--- src/rtl/cpu_boot_system.sv ---
// Processor subsystem with a byte-stream boot loader: frames fill program or
// data memory while the core is held in reset; a completed code frame releases it.

module bsram #(
  parameter int AW = 13
) (
  input  logic          clk,
  input  logic          we,
  input  logic [AW-1:0] waddr,
  input  logic [15:0]   wdata,
  input  logic [AW-1:0] raddr,
  output logic [15:0]   rdata
);
  // No reset on purpose: contents survive a subsystem reset.
  logic [15:0] mem [0:(1<<AW)-1];

  always_ff @(posedge clk) begin
    if (we) mem[waddr] <= wdata;
    rdata <= mem[raddr];
  end
endmodule

// state   | meaning
// C_FETCH | program address presented, instruction arrives next cycle
// C_EXEC  | decode/execute instruction, advance pc
// C_LOAD  | data-memory read word arrives, latch into acc
// C_HALT  | stopped until resume
module cpu #(
  parameter int CODE_WIDTH = 13,
  parameter int DATA_WIDTH = 13
) (
  input  logic                  clk,
  input  logic                  reset,
  input  logic                  resume,
  output logic [CODE_WIDTH-1:0] i_addr,
  input  logic [15:0]           i_data,
  output logic [DATA_WIDTH-1:0] d_addr,
  output logic [15:0]           d_wdata,
  output logic                  d_we,
  input  logic [15:0]           d_rdata
);
  typedef enum logic [1:0] {C_FETCH, C_EXEC, C_LOAD, C_HALT} cpu_state_t;

  cpu_state_t            state, state_nxt;
  logic [CODE_WIDTH-1:0] pc, pc_nxt;
  logic [15:0]           acc, acc_nxt;
  logic [3:0]            op;
  logic [11:0]           imm;

  assign op     = i_data[15:12];
  assign imm    = i_data[11:0];
  assign i_addr = pc;

  always_ff @(posedge clk or posedge reset) begin
    if (reset) begin
      state <= C_FETCH;
      pc    <= '0;
      acc   <= '0;
    end else begin
      state <= state_nxt;
      pc    <= pc_nxt;
      acc   <= acc_nxt;
    end
  end

  // ISA: 1=LDI imm, 2=ST [imm], 3=LD [imm], 4=ADD imm, F=HALT, others NOP.
  always_comb begin
    state_nxt = state;
    pc_nxt    = pc;
    acc_nxt   = acc;
    d_addr    = DATA_WIDTH'(imm);
    d_wdata   = acc;
    d_we      = 1'b0;
    case (state)
      C_FETCH: state_nxt = C_EXEC;
      C_EXEC: begin
        pc_nxt    = pc + 1'b1;
        state_nxt = C_FETCH;
        case (op)
          4'h1: acc_nxt = {4'h0, imm};
          4'h2: d_we = 1'b1;
          4'h3: state_nxt = C_LOAD;
          4'h4: acc_nxt = acc + {4'h0, imm};
          4'hf: state_nxt = C_HALT;
          default: ;
        endcase
      end
      C_LOAD: begin
        acc_nxt   = d_rdata;
        state_nxt = C_FETCH;
      end
      C_HALT: if (resume) state_nxt = C_FETCH;
      default: state_nxt = C_FETCH;
    endcase
  end
endmodule

// state   | meaning
// SYNC    | waiting for 0xA5
// TARGET  | target byte: 0x00 code, 0x01 data
// CNT_HI  | word count high byte
// CNT_LO  | word count low byte
// DATA_HI | word high byte
// DATA_LO | word low byte, write issued
// LAST    | final code word being written; bytes ignored
// RUN     | core released, loader retired
module cpu_boot_system #(
  parameter int CODE_WIDTH = 13,
  parameter int DATA_WIDTH = 13
) (
  input  logic       clk,
  input  logic       reset,
  input  logic       resume,
  input  logic       load_valid,
  input  logic [7:0] load_data,
  output logic       load_ready,
  output logic       running,
  output logic       sync_err
);
  localparam int AW = (CODE_WIDTH > DATA_WIDTH) ? CODE_WIDTH : DATA_WIDTH;

  typedef enum logic [2:0] {SYNC, TARGET, CNT_HI, CNT_LO, DATA_HI, DATA_LO, LAST, RUN} ld_state_t;

  ld_state_t       state, state_nxt;
  logic            accept, bad_byte;
  logic            tgt_data;
  logic [15:0]     count;
  logic [AW-1:0]   addr, wr_addr;
  logic [7:0]      hi_byte;
  logic [15:0]     wr_data;
  logic            prog_we, data_we;

  logic [CODE_WIDTH-1:0] core_i_addr;
  logic [15:0]           core_i_data, core_d_wdata, core_d_rdata;
  logic [DATA_WIDTH-1:0] core_d_addr, dmem_waddr;
  logic                  core_d_we, core_reset, dmem_we;
  logic [15:0]           dmem_wdata;

  assign accept = load_valid && load_ready;

  always_comb begin
    state_nxt = state;
    bad_byte  = 1'b0;
    case (state)
      SYNC: if (accept) begin
        if (load_data == 8'hA5) state_nxt = TARGET;
        else                    bad_byte  = 1'b1;
      end
      TARGET: if (accept) begin
        if (load_data[7:1] == 7'd0) begin
          state_nxt = CNT_HI;
        end else begin
          bad_byte  = 1'b1;
          state_nxt = SYNC;
        end
      end
      CNT_HI: if (accept) state_nxt = CNT_LO;
      CNT_LO: if (accept) begin
        if ({count[15:8], load_data} == 16'd0) state_nxt = tgt_data ? SYNC : RUN;
        else                                   state_nxt = DATA_HI;
      end
      DATA_HI: if (accept) state_nxt = DATA_LO;
      DATA_LO: if (accept) begin
        if (count == 16'd1) state_nxt = tgt_data ? SYNC : LAST;
        else                state_nxt = DATA_HI;
      end
      LAST:    state_nxt = RUN;
      default: state_nxt = RUN;
    endcase
  end

  always_ff @(posedge clk or negedge reset) begin
    if (!reset) begin
      state      <= SYNC;
      load_ready <= 1'b1;
      running    <= 1'b0;
      sync_err   <= 1'b0;
      tgt_data   <= 1'b0;
      count      <= '0;
      addr       <= '0;
      hi_byte    <= '0;
      wr_addr    <= '0;
      wr_data    <= '0;
      prog_we    <= 1'b0;
      data_we    <= 1'b0;
    end else begin
      state      <= state_nxt;
      load_ready <= (state_nxt != RUN);
      running    <= (state_nxt == RUN);
      prog_we    <= 1'b0;
      data_we    <= 1'b0;
      if (bad_byte) sync_err <= 1'b1;
      if (accept) begin
        case (state)
          TARGET: if (load_data[7:1] == 7'd0) tgt_data <= load_data[0];
          CNT_HI: count[15:8] <= load_data;
          CNT_LO: begin
            count[7:0] <= load_data;
            addr       <= '0;
          end
          DATA_HI: hi_byte <= load_data;
          DATA_LO: begin
            wr_data <= {hi_byte, load_data};
            wr_addr <= addr;
            addr    <= addr + 1'b1;
            count   <= count - 1'b1;
            prog_we <= !tgt_data;
            data_we <= tgt_data;
          end
          default: ;
        endcase
      end
    end
  end

  // Data-memory write port belongs to the loader until running, then the core.
  always_comb begin
    dmem_we    = data_we;
    dmem_waddr = wr_addr[DATA_WIDTH-1:0];
    dmem_wdata = wr_data;
    if (running) begin
      dmem_we    = core_d_we;
      dmem_waddr = core_d_addr;
      dmem_wdata = core_d_wdata;
    end
  end

  assign core_reset = !running;

  bsram #(.AW(CODE_WIDTH)) u_prog (
    .clk   (clk),
    .we    (prog_we),
    .waddr (wr_addr[CODE_WIDTH-1:0]),
    .wdata (wr_data),
    .raddr (core_i_addr),
    .rdata (core_i_data)
  );

  bsram #(.AW(DATA_WIDTH)) u_data (
    .clk   (clk),
    .we    (dmem_we),
    .waddr (dmem_waddr),
    .wdata (dmem_wdata),
    .raddr (core_d_addr),
    .rdata (core_d_rdata)
  );

  cpu #(.CODE_WIDTH(CODE_WIDTH), .DATA_WIDTH(DATA_WIDTH)) u_cpu (
    .clk     (clk),
    .reset   (core_reset),
    .resume  (resume),
    .i_addr  (core_i_addr),
    .i_data  (core_i_data),
    .d_addr  (core_d_addr),
    .d_wdata (core_d_wdata),
    .d_we    (core_d_we),
    .d_rdata (core_d_rdata)
  );
endmodule

--- config.mk ---
export PLATFORM = sky130hd
export DESIGN_NAME = cpu_boot_system
export DESIGN_NICKNAME = d
export VERILOG_FILES = /design/src/rtl/cpu_boot_system.sv
export SDC_FILE = /design/constraint.sdc
export NUM_CORES = 1
export LEC_CHECK = 0
export ABC_AREA = 1
export CAP_MARGIN = 20
export CELL_PAD_IN_SITES_DETAIL_PLACEMENT = 1
export CELL_PAD_IN_SITES_GLOBAL_PLACEMENT = 1
export CORE_UTILIZATION = 43
export DETAILED_ROUTE_END_ITERATION = 8
export PLACE_DENSITY_LB_ADDON = 0.2
export SYNTH_ARGS = -nofsm -noshare
export SYNTH_HDL_FRONTEND = slang
export SYNTH_SLANG_ARGS = --single-unit
--- constraint.sdc ---
create_clock -name clk -period 3.95 [get_ports clk]
set_input_delay 1.185 -clock clk [delete_from_list [all_inputs] [get_ports clk]]
set_output_delay 1.185 -clock clk [all_outputs]
set_load 0.02 [all_outputs]
After elaboration in Yosys (flattened, before gate mapping)

Cells that the tools add are included.

Logic and storage cells: 46
Memory bits (writable): 0
Bits of input ports: 12
Latch bits: 0
Memory bits (read-only): 0
Output and inout port bits: 3
Register bits: 23
Memories kept: 0

$add $sub $neg: 1
Div/mod/pow operators: 0
Shift operators: 0
$lt $le $gt $ge: 0
Bitwise operators: 0
$mul: 0
Reductions and logical operators: 9
Equal/unequal tests: 9
Muxes and demuxes: 20

Operators by type and width:

| cell                                                | count |
|---|---|
| 2-to-1 mux 3 bit                                    | 11 |
| one-hot mux 8 bit (2 select lines)                  | 2 |
| one-hot mux 3 bit (6 select lines)                  | 1 |
| == test 16 x 1 -> 1 bit (second input constant)     | 1 |
| logical NOT 16 bit                                  | 1 |
| subtractor 16 x 1 -> 16 bit (second input constant) | 1 |
| == test 3 bit (second input constant)               | 3 |
| == test 8 bit (second input constant)               | 1 |
| logical NOT 7 bit                                   | 1 |
| == test 3 x 2 -> 1 bit (second input constant)      | 2 |
| 2-to-1 mux 1 bit                                    | 4 |
| AND reduction 2 bit                                 | 2 |
| nonzero test 2 bit                                  | 2 |
| == test 3 x 1 -> 1 bit (second input constant)      | 1 |
| logical NOT 3 bit                                   | 1 |
| != test 3 bit (second input constant)               | 1 |
| AND reduction 3 bit                                 | 1 |
| 2-to-1 mux 2 bit                                    | 1 |
| one-hot mux 1 bit (2 select lines)                  | 1 |
| logical AND 1 bit                                   | 1 |

Longest topological paths before layout

Depth after elaboration: 5
Gate-level depth with buffers: 11
Mapped depth without buffers: 11

Worst setup path before layout

No wires, ideal clock.

Path type: input to register
From: in load_data[3]
To: reg running
Buffers on the path: 0
Required time: 3879 ps
Setup slack: 1957 ps
Cell stages on the path: 11
Data arrival time: 1922 ps
Setup time: 71 ps
Path through: nor2_1 > nand2_1 > nor2_1 > nand2_1 > nand2_1 > nand2_1 > nand2_1 > nand2_1 > nand2_1 > nand2_1 > nor2_1

Longest elaborated chain between the ends: 5
Elaborated cells between the ends (all ways): 11
Classes of those cells: eq/ne (2); mux (7); reduce/logical (2)

Ends and longest elaborated chain:

| element                                                    | line     | RTL |
|---|---|---|
| start: declaration                                         | 115      | `input logic [7:0] load_data,` |
| logical NOT 16 bit / == test 8 bit (equally long branches) | 159, 146 |  |
| 2-to-1 mux 3 bit (on tied branches)                        | 159, 146 |  |
| 2-to-1 mux 3 bit (on tied branches)                        | 158, 145 |  |
| one-hot mux 3 bit (6 select lines) (*)                     | 144      | `case (state)` |
| named net state_nxt[0]                                     | 124      | `ld_state_t state, state_nxt;` |
| == test 3 bit (*)                                          | 189      | `running <= (state_nxt == RUN);` |
| end signal: assignment                                     | 189      |  |
| end: declaration                                           | 117      | `output logic running,` |

The timed path passes the listed nets; every way through them passes the cells marked *.
A chain may end at the register's enable or synchronous reset.

Final worst setup path

From: reg load_ready
To: out load_ready

RTL lines:

| element                  | line | RTL |
|---|---|---|
| start: declaration       | 116  | `output logic load_ready,` |
| start signal: assignment | 188  | `load_ready <= (state_nxt != RUN);` |

No word-level cell between the ends.

==> metrics.md <==
| Metric | Value |
|---|---|
| Number of nets in the layout | 270 |
| Post-CTS sizing | 0 |
| Worst slack at placement | about 1200 ps |
| Met1 capacity usage during global routing | 32.1% |
| CORE AREA | approximately 3400 µm² |
| Synthesized netlist cell count | 240 |
| Remaining routing DRC violations | 0 |
| Global routing met3 resource utilization | 2.19% |
| Crit-path leading delay family | buffers and inverters |
| Worst Path Arrival | between 1000 and 1500 ps |
| Critical Path RT | roughly 2800 ps |
| Share of synthesized area occupied by flip-flops and latches | ~36% |
| Buffers inserted during post-CTS setup optimization | 0 |
| Synthesis-to-layout area growth | 13.6% |
| CTS Hold Bufs | 0 |
| Multi-input combinational cell area | between 800 and 900 µm² |
| GRT overflow | 0 |
| Total of endpoints with negative setup slack in the final report | 0 |
| Clock root cell | clkbuf_8 |
| Clock input transition at the sequential cells of the worst setup and hold paths | approximately 90 ps |
| Clock sink count | 23 |
| Antenna-violating nets left | 0 |
| WHS Path Cells | 1 |
| DIE WIDTH | 62.9 µm |
| Status | complete, no violations |
| Overall Power | 0.00127 W |
| Slew at the pin closest to its max-slew limit | around 390 ps |
| Maximum ir drop on the vdd rail | between 0.3 and 0.4 mV |
| Internal Power | around 0.00064 W |
| Pwr/cell area | 701 nW/µm² |
| Count of H-tree levels built during CTS | 1 |
| Gp weighted congestion | between 0.8 and 0.9 |
| Number of maximum-capacitance constraint violations | 0 |
| Largest cells by area after synthesis | dfrtp_1 (35%), nand2_1 (14%), nor2_1 (13%), inv_1 (5.9%), o21ai_0 (5.3%) |
| Netlist area before placement | approximately 1600 µm² |
| 1st-pass router iterations | 4 |
| Final worst path period need | roughly 2600 ps |
| Tot GR Track Use | 22.9% |
| Fraction of power consumed by sequential logic | between 30% and 40% |
| Switching share of total power | about half |
| Cell type with the highest aggregate area in the netlist | dfrtp_1 |
| Clock latency on the worst-skew pair | 270 ps |
| Distinct cell type count after synthesis | 28 |
| Number of global-route vias before repair | 1479 |
| Crit. End Element | output port |
| First-iteration detailed-routing DRC count | a little under 80 |
| Syn nets | around 250 |
| Layout cells sized above 1 | a little over 7% |
| Routed len/inst | ~14 µm |
| Met2 track utilization from global routing | a little under two fifths |
| Buffer and inverter count on the worst path | 1 |
| Die area | 3960 µm² |
| Average cell area after synthesis | about 6.6 µm² |
| Worst min-delay path class | reg2reg |
| Global route hottest layer | met2 |
| Number of cell rows | 21 |
| Cell with the largest stage delay on the worst path | clkdlybuf4s50_1 |
| Count of cells along the worst register-to-register path | 8 |
| Number of input and output port buffers inserted | 13 |
| Class of the most critical setup path | reg2out |
| Max-Slew Margin vs Limit | around three quarters |
| Initial standard-cell utilization of the core | approximately 46% |
| Hold Vio Cnt, Final | 0 |
| Sequential Area | between 500 and 600 µm² |
| Combinational cell fraction of total power | between 50% and 60% |
| Detailed placer's ending HPWL | 3210 µm |
| Share of the synthesized area in the top cell type | 34.5% |
| Ys async rst share | 100% |
| Total count of max-transition violations in the final report | 0 |
| Final worst clock skew | just under 4 ps |
| Clock group share of total power | approximately an eighth |
| Critical-path maximum fanout | 2 |
| Boundary pin count | 15 |
| Dominant synthesized flop cell | dfrtp_1 |
| Critical path, cell by cell | clkdlybuf4s50_1 |
| Leakage component of the power | roughly 0.8 nW |
| Number of synthesized flops with an enable pin | 0 |
| Number of cells on the critical path | 1 |
| Net switching power | between 0.0006 and 0.0007 W |
| Chip height | about 63 µm |
| First-pass GRT wire length | between 7000 and 8000 µm |
| Maximum clock insertion buffer count | 2 |
| Total inserted antenna cells | 0 |
| Worst stage delay on the critical path | ~600 ps |
| Wirelength, routed | roughly 4000 µm |
| Kind of start point of the critical path | register |
| TritonCTS buffer count | 3 |
| FILL cells | between 400 and 500 |
| Final sum of negative setup slack | 0 ps |
| Number of antenna violations at the first check in global routing | 0 |
| Setup slack of the critical path after layout | 1340 ps |
| FMAX | between 300 and 400 MHz |
| CTS tree | done |
| Largest net degree at the start of global routing | 24 |
| Total number of yosys warnings | 0 |
| Ratio of routed vias to standard cells | around 5.1 |
| Register bit count reported by yosys | 23 |
| Vias after detailed routing | approximately 1500 |
| Tcrit/Tclk final | 66.0% |
| Unrepaired setup endpoints after global routing | false |
-- metal layers --
metal | up-vias | part of all wire [%]
li1 | 790 | -
met1 | 715 | 51
met2 | 23 | 45
met3 | 5 | 2.7
met4 | 0 | 1.1
met5 | - | 0
-- area by class of cell --
type | instances | area share (%)
clock buffers | 4 | 2.49
inverters | 29 | 6.15
multi-input cells | 185 | 48.8
flip-flops and latches | 23 | 31.8
well taps | 46 | 3.18
repair buffers | 14 | 7.60
-- layout by cell type (no fill, tap or decap), types with 2 or more instances in the layout --
master / synthesis / final
o21ai_1: 3 / 3
a21oi_1: 10 / 10
nor3_1: 5 / 5
a21oi_4: 2 / 2
inv_1: 25 / 25
ha_1: 2 / 2
clkbuf_8: 0 / 3
nand3_1: 10 / 10
clkdlybuf4s50_1: 0 / 13
nand2_2: 3 / 3
o21ai_0: 17 / 17
xor2_1: 4 / 4
nand2_1: 59 / 59
nor2_1: 55 / 55
a31oi_1: 4 / 4
nand3b_1: 2 / 2
dfrtp_1: 22 / 22
nor2_2: 3 / 3
inv_2: 3 / 3
-- kinds of logic (layout without fill, tap and decap cells) --
family                   Yosys count  count (layout)  share of synthesized area, %
XOR/XNOR                           5               5                          2.74
flip-flops                        23              23                          36.2
AND/OR/NAND/NOR                  139             139                          36.5
AO/OA/AOI/OAI                     39              39                          14.6
buffers and inverters             32              47                          8.47
adder cells (fa/ha/maj)            2               2                          1.57
-- cells in the mapped netlist (2+ instances only) --
cell type	n
nand3b_1	2
a21oi_4	2
nor2_1	55
o21ai_0	17
dfrtp_1	22
inv_2	3
a21oi_1	10
nand2_1	59
inv_1	25
nand3_1	10
nand2_2	3
nor2_2	3
ha_1	2
a31oi_1	4
nor3_1	5
o21ai_1	3
xor2_1	4
-- stage by stage --
step	cell area [µm²]	utilization [%]	instances	hold WS, ps
6_report	1810	52.6	301	479
2_1_floorplan	1600	-	240	490
3_3_place_gp	1770	51.3	297	459
3_5_place_dp	1770	51.3	297	467
4_1_cts	1810	52.6	301	488
5_1_grt	1810	52.6	301	513
-- power groups by stage --
stage | combinational [W] | sequential (W) | clock (W)
final | 0.000659 | 0.000460 | 0.000151
after global routing | 0.000759 | 0.000478 | 0.000163
after CTS | 0.000666 | 0.000459 | 0.000156
after detailed placement | 0.000663 | 0.000463 | 0
after global placement | 0.000644 | 0.000458 | 0
after floorplan | 0.000523 | 0.000439 | 0
-- worst paths after layout --
check | slack, ps | end | from
worst max register to register | 2060 | count[7] | state[1]
worst min-delay path | 480 | sync_err | sync_err
worst min register to register | 480 | sync_err | sync_err
worst max-delay path | 1340 | load_ready | load_ready
max in group asynchronous | 2390 | load_ready | reset
min in group asynchronous | 1280 | count[3] | reset
-- state kept, by name (all words and copies together), names as in the netlist --
register,flops
load_ready,1
state,3
count,16
sync_err,1
running,1
tgt_data,1
(Power assumes the default switching activity.)
